$ cat src/rtl/window_3x3_gen.sv
// window_3x3_gen: 3x3 sliding-window generator over a raster pixel stream.
// Two line buffers hold the previous two rows. A 3x3 register window shifts
// one column per accepted pixel. A window is emitted only when it lies
// entirely inside the current frame (row >= 2 and col >= 2).
// Optional feature macro: WINDOW_3X3_GEN_TLAST_EN adds m_tlast, which flags
// the last window of each frame.
//
// Handshake: a transfer happens on a rising edge where valid and ready are
// both high. A source holds valid and data stable until that edge. s_tready
// depends only on the output slot state and m_tready.
module window_3x3_gen #(
    parameter int IMG_W = 28,
    parameter int IMG_H = 28
) (
    input  logic        clk,
    input  logic        rst,
    input  logic        s_tvalid,
    input  logic [7:0]  s_tdata,
    output logic        s_tready,
    output logic        m_tvalid,
    output logic [71:0] m_tdata,
    input  logic        m_tready,
`ifdef WINDOW_3X3_GEN_TLAST_EN
    output logic        m_tlast,
`endif
    output logic        frame_done
);

    localparam int CW = $clog2(IMG_W);
    localparam int RW = $clog2(IMG_H);

    logic [CW-1:0] col;
    logic [RW-1:0] row;
    logic [7:0]    top_buf [IMG_W];
    logic [7:0]    mid_buf [IMG_W];
    logic [7:0]    win     [3][3];
    logic [7:0]    nxt     [3][3];
    logic [71:0]   win_flat;
    logic          accept;
    logic          last_col;
    logic          last_row;
    logic          emit;

    // A single output slot: space is available when the slot is empty or is draining this cycle.
    assign s_tready = !m_tvalid || m_tready;
    assign accept   = s_tvalid && s_tready;
    assign last_col = (col == CW'(IMG_W - 1));
    assign last_row = (row == RW'(IMG_H - 1));
    // Border pixels only prime the buffers, so stale data never reaches an emitted window.
    assign emit     = accept && (row >= RW'(2)) && (col >= CW'(2));

    // Next window: shift left by one column, then load the new right column from the buffers and the pixel.
    always_comb begin
        for (int r = 0; r < 3; r++) begin
            nxt[r][0] = win[r][1];
            nxt[r][1] = win[r][2];
            nxt[r][2] = 8'd0;
        end
        nxt[0][2] = top_buf[col];
        nxt[1][2] = mid_buf[col];
        nxt[2][2] = s_tdata;
    end

    // Flatten the next window into the output layout: element (r,c) goes to byte 3r+c.
    always_comb begin
        win_flat = '0;
        for (int r = 0; r < 3; r++) begin
            for (int c = 0; c < 3; c++) begin
                win_flat[8*(3*r+c) +: 8] = nxt[r][c];
            end
        end
    end

    // Line buffers and window are data-path storage without reset; output gating keeps them safe.
    always_ff @(posedge clk) begin
        if (accept) begin
            top_buf[col] <= mid_buf[col];
            mid_buf[col] <= s_tdata;
            for (int r = 0; r < 3; r++) begin
                for (int c = 0; c < 3; c++) begin
                    win[r][c] <= nxt[r][c];
                end
            end
        end
    end

    // Raster position of the next pixel to arrive; wraps at end of row and end of frame.
    always_ff @(posedge clk) begin
        if (rst) begin
            col <= '0;
            row <= '0;
        end else if (accept) begin
            if (last_col) begin
                col <= '0;
                row <= last_row ? '0 : row + RW'(1);
            end else begin
                col <= col + CW'(1);
            end
        end
    end

    // Output slot: load on emit, empty after a handshake, and pulse frame_done on the final pixel.
    always_ff @(posedge clk) begin
        if (rst) begin
            m_tvalid   <= 1'b0;
            m_tdata    <= '0;
            frame_done <= 1'b0;
        end else begin
            frame_done <= accept && last_col && last_row;
            if (emit) begin
                m_tvalid <= 1'b1;
                m_tdata  <= win_flat;
            end else if (m_tready) begin
                m_tvalid <= 1'b0;
            end
        end
    end

`ifdef WINDOW_3X3_GEN_TLAST_EN
    // Last-window flag travels with m_tdata and is held during a stall.
    always_ff @(posedge clk) begin
        if (rst) begin
            m_tlast <= 1'b0;
        end else if (emit) begin
            m_tlast <= last_col && last_row;
        end
    end
`endif

endmodule

$ cat config.mk
export PLATFORM = sky130hd
export DESIGN_NAME = window_3x3_gen
export DESIGN_NICKNAME = d
export VERILOG_FILES = /design/src/rtl/window_3x3_gen.sv
export SDC_FILE = /design/constraint.sdc
export NUM_CORES = 1
export LEC_CHECK = 0
export CAP_MARGIN = 20
export CORE_MARGIN = 3
export CORE_UTILIZATION = 55
export CTS_BUF_LIST = sky130_fd_sc_hd__clkbuf_8
export CTS_CLUSTER_DIAMETER = 200
export DETAILED_ROUTE_END_ITERATION = 12
export HOLD_SLACK_MARGIN = 0.03
export PLACE_DENSITY_LB_ADDON = 0.12
export SLEW_MARGIN = 20
export SYNTH_ARGS = -nofsm -noshare
export SYNTH_HDL_FRONTEND = slang
export SYNTH_SLANG_ARGS = --single-unit
export TNS_END_PERCENT = 100
$ cat constraint.sdc
create_clock -name clk -period 3.1 [get_ports clk]
set_clock_uncertainty 0.15 [all_clocks]
set_input_delay 0.93 -clock clk [delete_from_list [all_inputs] [get_ports clk]]
set_output_delay 0.93 -clock clk [all_outputs]
set_load 0.005 [all_outputs]
==> results of run 1 <==
[path summary, 6_finish.rpt]
path / to / start
hold / removal: win[2][10] / win[2][2]
setup / recovery: s_tready / m_tready
hold reg to reg: win[2][10] / win[2][2]
setup reg to reg: m_tdata[19] / flip-flop
[logic make-up after synthesis]
logic type | share of synthesized area
compound gates | 0.0537
xor+xnor | 0.00198
fa+ha+maj | 0.00339
buf+inv | 0.0213
flops | 0.754
mux | 0.109
simple gates | 0.0566
[routing by layer]
metal / part of all wire / vias to the layer above / wire length, um
met3: 0.067 / 113 / 3350
met4: 0.036 / 0 / 1830
met5: 0 / - / 0
met2: 0.48 / 401 / 23900
li1: - / 5593 / -
met1: 0.42 / 6226 / 21200
[worst max-delay path: stages]
cell             delay (ps)
clkdlybuf4s50_1         470
nand2b_4                150
dlygate4sd2_1           230
[power groups by stage]
stage,Sequential [uW],Combinational (uW),Clock [uW]
2_1_floorplan,8970,612,0
3_3_place_gp,8990,1030,0
3_5_place_dp,9000,1060,0
4_1_cts,8830,1060,6280
5_1_grt,8840,1130,6620
6_report,8830,1060,6140
[per-stage QoR]
stage	hold WS, ps	utilization	setup WS [ps]
after floorplan	276	-	80.9
after global placement	280	0.629	-142
after detailed placement	282	0.629	-127
after CTS	294	0.674	219
after global routing	307	0.674	130
final	298	0.674	236
[state kept, by name, summed over array words and instances (netlist names), named ones only]
register	count
col	5
frame_done	1
m_tdata	72
m_tvalid	1
mid_buf	224
row	5
top_buf	224
win	48
[synth_stat cells, drive strengths merged (2+ instances only)]
cell,n
nand3,16
edfxtp,496
nand3b,3
a22o,9
clkbuf,23
nor2,39
or3b,3
xor2,3
and2,3
nor3,13
o211a,9
nor2b,5
a21oi,92
ha,6
mux2i,165
xnor2,2
nand2,160
or3,2
mux4,34
nand2b,2
inv,13
nand4,16
o21a,7
dfxtp,89
buf,51
a22oi,64
[repair_timing]
item | 4_1_cts | 5_1_grt
resized for setup | 3 | 0
setup endpoints to repair | 1 | 0
hold buffers | 0 | 0
[area by class of cell]
type                            instances  area, sq um  area share
Timing Repair Buffer                  205         2190      0.0830
Tap cell                              518          648      0.0245
Sequential cell                       585        16700       0.632
Inverter                               13         51.3     0.00194
Multi-Input combinational cell        662         5080       0.192
Clock inverter                         68          368      0.0139
Clock buffer                          101         1390      0.0526
==> impl_metrics.yaml, run 1 <==
logic_synthesis:
  yosysWarnings: 0
  yosys-top-cells-area: "edfxtp_1 67%, dfxtp_1 8.1%, mux2i_1 7.5%"
  ys_types: 44
  yosysSeqAreaShare: 0.754
  synth_flop_cell: "edfxtp_1"
  netlist_area_sq_mm: 0.0221
  synth_edf_count: 496
  synth_async_sr_flop_share: 0
  syn_area_per_cell_sq_um: 16.6
  postSynthNetCount: 1352
  ys_seq_elements: 585
  synthCells: 1334
  yosysTopAreaCell: "edfxtp_1"
  yosysTopAreaCellShare: 0.673
cells_and_area:
  layout_commonest_cell: "edfxtp_1"
  fillerInstances: 2657
  fin_cells: 2152
  postLayoutCellArea_sq_mm: 0.0264
  nNetsFinal: 1576
  area_delta_synth_final_pct: 19.4
  antenna_cells: 0
  layout_common_cells: "496 x edfxtp_1, 165 x mux2i_1, 160 x nand2_1"
  drive_gt1_frac: 0.200
global_routing:
  grt.busiest_layer: "met2"
  grt.total_usage: 0.240
  grt_use_met3: 0.0568
  grt_util_met1: 0.324
  grt_pass1_wl_mm: 75.0
  grt_pass1_vias: 12380
  grt_overflow: 0
  antenna_found_initial: 0
  grt_max_degree: 57
  grt_util_met2: 0.382
sta:
  final.min_clock_period_ps: 2860
  worst_slew_pin_slew_ps: 833
  rsz0062_at_grt: "no"
  fmax_mhz: 349
  maxSlewViolCount: 0
  setup_viol: 0
  finalSetupTns_ps: 0
  period_share: 0.924
  finalHoldViolCount: 0
  relSlewSlack: 0.443
clocking:
  cts_tree: "done"
  post_cts_buffers: 0
  clk_path_buf_depth: 3
  cts_num_sinks: 585
  h-tree-depth: 3
  clkLatencyLatePin_ps: 660
  clock-root-buffer: "clkbuf_8"
  path_clk_slew_ps: 60
  cts_buffers: 91
power_and_ir_drop:
  p_clk_frac: 0.383
  vdd_drop_max_v: 0.000380
  internal_power_uw: 12400
  powerDensity_mw_per_mm2: 607
  switchingPower_uw: 3640
  pwr-share-seq: 0.551
  power.total_uw: 16000
  switching_share: 0.227
  leakage_uw: 0.00876
  p_comb_frac: 0.066
place:
  numPortBuffers: 86
  place_inst: 1983
  place_congestion: 0.817
  hpwl_mm: 31.2
  place_area_sq_mm: 0.0247
critical_path:
  timing.reg2reg.setup_slack_ps: 270
  end_kind: "primary output"
  worstRegToRegCells: 7
  cp_max_fo: 2
  criticalPathCategory: "input pin to primary output"
  worst_ep_required_time_ps: 2020
  start_kind: "input pin"
  critPathArrivalTime_ps: 1780
die:
  ios: 87
  die-area_sq_mm: 0.0427
  rows: 72
  start_util: 0.565
  core_area_sq_mm: 0.0392
  die_w_um: 207
  die_y_um: 207
detailed_routing:
  ant_nets: 0
  drtIter0Drc: 1059
  via_per_inst: 5.73
  dr.pass1.iters: 6
  routedWlPerCell_um: 23.4
  wl_mm: 50.3
  vias: 12333
  drc: 0
flow_run:
  maxCapViolations: 0
min_path:
  hold_class: "flip-flop to flip-flop"
  hold_depth: 0
run_status:
  outcome: "complete, no violations"
Power figures use the tool's default switching activity.
==> run 2: changes to the inputs <==
Settings changed: ABC_CLOCK_PERIOD_IN_PS from default to 3100, CORE_UTILIZATION 55 to 45, PLACE_DENSITY from default to 0.62, PLACE_DENSITY_LB_ADDON 0.12 to default.
==> impl_metrics.yaml, run 2 (same netlist as run 1, synthesis figures left out) <==
cells_and_area:
  top_regs: "mid_buf (224), top_buf (224), m_tdata (72)"
  layout_commonest_cell: "edfxtp_1"
  area_delta_synth_final_pct: 20.6
  nNetsFinal: 1574
  postLayoutCellArea_sq_mm: 0.0267
  layout_common_cells: "496 x edfxtp_1, 165 x mux2i_1, 160 x nand2_1"
  utilization: 0.554
  drive_gt1_frac: 0.206
critical_path:
  path_cells: "clkdlybuf4s50_1 > nand2b_1 > dlymetal6s2s_1"
  critPathArrivalTime_ps: 1630
  cp_max_fo: 2
  slowest_delay_ps: 390
  start_kind: "input pin"
  end_kind: "primary output"
  worst_ep_required_time_ps: 2020
  criticalPathCategory: "input pin to primary output"
  slowest_stage: "clkdlybuf4s50_1"
place:
  place_congestion: 0.791
  hpwl_mm: 30.9
  place_area_sq_mm: 0.0249
  dp_slack_ps: 4.30
  numPortBuffers: 86
power_and_ir_drop:
  switchingPower_uw: 3740
  switching_share: 0.232
  p_clk_frac: 0.388
  internal_power_uw: 12400
  leakage_uw: 0.00873
  vdd_drop_max_v: 0.000275
  p_comb_frac: 0.065
  pwr-share-seq: 0.547
  powerDensity_mw_per_mm2: 606
detailed_routing:
  drc: 0
  ant_nets: 0
  routedWlPerCell_um: 22.2
  wl_mm: 50.8
  vias: 12200
  via_per_inst: 5.33
  drtIter0Drc: 907
  dr.pass1.iters: 8
sta:
  layout_setup_ws_ps: 389
  setup_viol: 0
  finalHoldViolCount: 0
  hold_ws_ps: 295
  fmax_mhz: 369
  relSlewSlack: 0.546
  final.min_clock_period_ps: 2710
  rsz0062_at_grt: "no"
  worst_slew_pin_slew_ps: 680
  maxSlewViolCount: 0
  period_share: 0.875
  finalSetupTns_ps: 0
die:
  die_y_um: 228
  ios: 87
  rows: 80
  die-area_sq_mm: 0.0519
  die_w_um: 228
  start_util: 0.460
  core_area_sq_mm: 0.0481
clocking:
  cts-hold-fix-buffers: 0
  path_clk_slew_ps: 60
  cts_buffers: 94
  clkLatencyLatePin_ps: 680
  cts_resized: 0
  cts_num_sinks: 585
  post_cts_buffers: 0
  h-tree-depth: 3
  clk_path_buf_depth: 3
  clock-root-buffer: "clkbuf_8"
  cts_tree: "done"
global_routing:
  grt_overflow: 0
  grt_pass1_vias: 12468
  grt_pass1_wl_mm: 76.8
  grt_max_degree: 50
  antenna_found_initial: 1
  grt.total_usage: 0.196
run_status:
  outcome: "complete, no violations"
flow_run:
  maxCapViolations: 0
min_path:
  hold_class: "flip-flop to flip-flop"
run 2: path summary, 6_finish.rpt:
kind             start     endpoint  slack (ps)  depth (start not counted)
max reg2reg  flip-flop  m_tdata[43]         410                          8
min          win[1][6]   win[1][14]         290                          0
min reg2reg  win[1][6]   win[1][14]         290                          0
max           m_tready     s_tready         390                          3
run 2: power by group through the flow:
stage	clock network (uW)	registers (uW)	logic, uW
2_1_floorplan	0	8970	612
3_3_place_gp	0	9000	1040
3_5_place_dp	0	9000	1060
4_1_cts	6450	8840	1060
5_1_grt	6820	8840	1130
6_report	6270	8840	1060
run 2: layout make-up:
| type | instances | area (sq um) |
|---|---|---|
| diodes | 1 | 2.50 |
| clock buffers | 106 | 1460 |
| clock inverters | 68 | 365 |
| fillers | 3857 | 21500 |
| inverters | 13 | 51.3 |
| multi-input cells | 662 | 5080 |
| flip-flops and latches | 585 | 16700 |
| well taps | 656 | 821 |
| repair buffers | 200 | 2230 |
run 2: metal layers:
metal	vias up	GRT usage	part of all wire
li1	5598	-	-
met1	6194	0.256	0.43
met2	349	0.329	0.49
met3	59	0.0420	0.058
met4	0	0.0627	0.017
met5	-	0	0
run 2: stage by stage:
stage	std cells	power (uW)
after global placement	2116	10000
final	2291	16200
after floorplan	1334	9580
after global routing	2291	16800
after CTS	2290	16300
after detailed placement	2116	10100
run 2: worst max-delay path: cells and delay by family:
kind | cells | cell delay [ps]
buffers and inverters | 2 | 540
and+or+nand+nor | 1 | 150
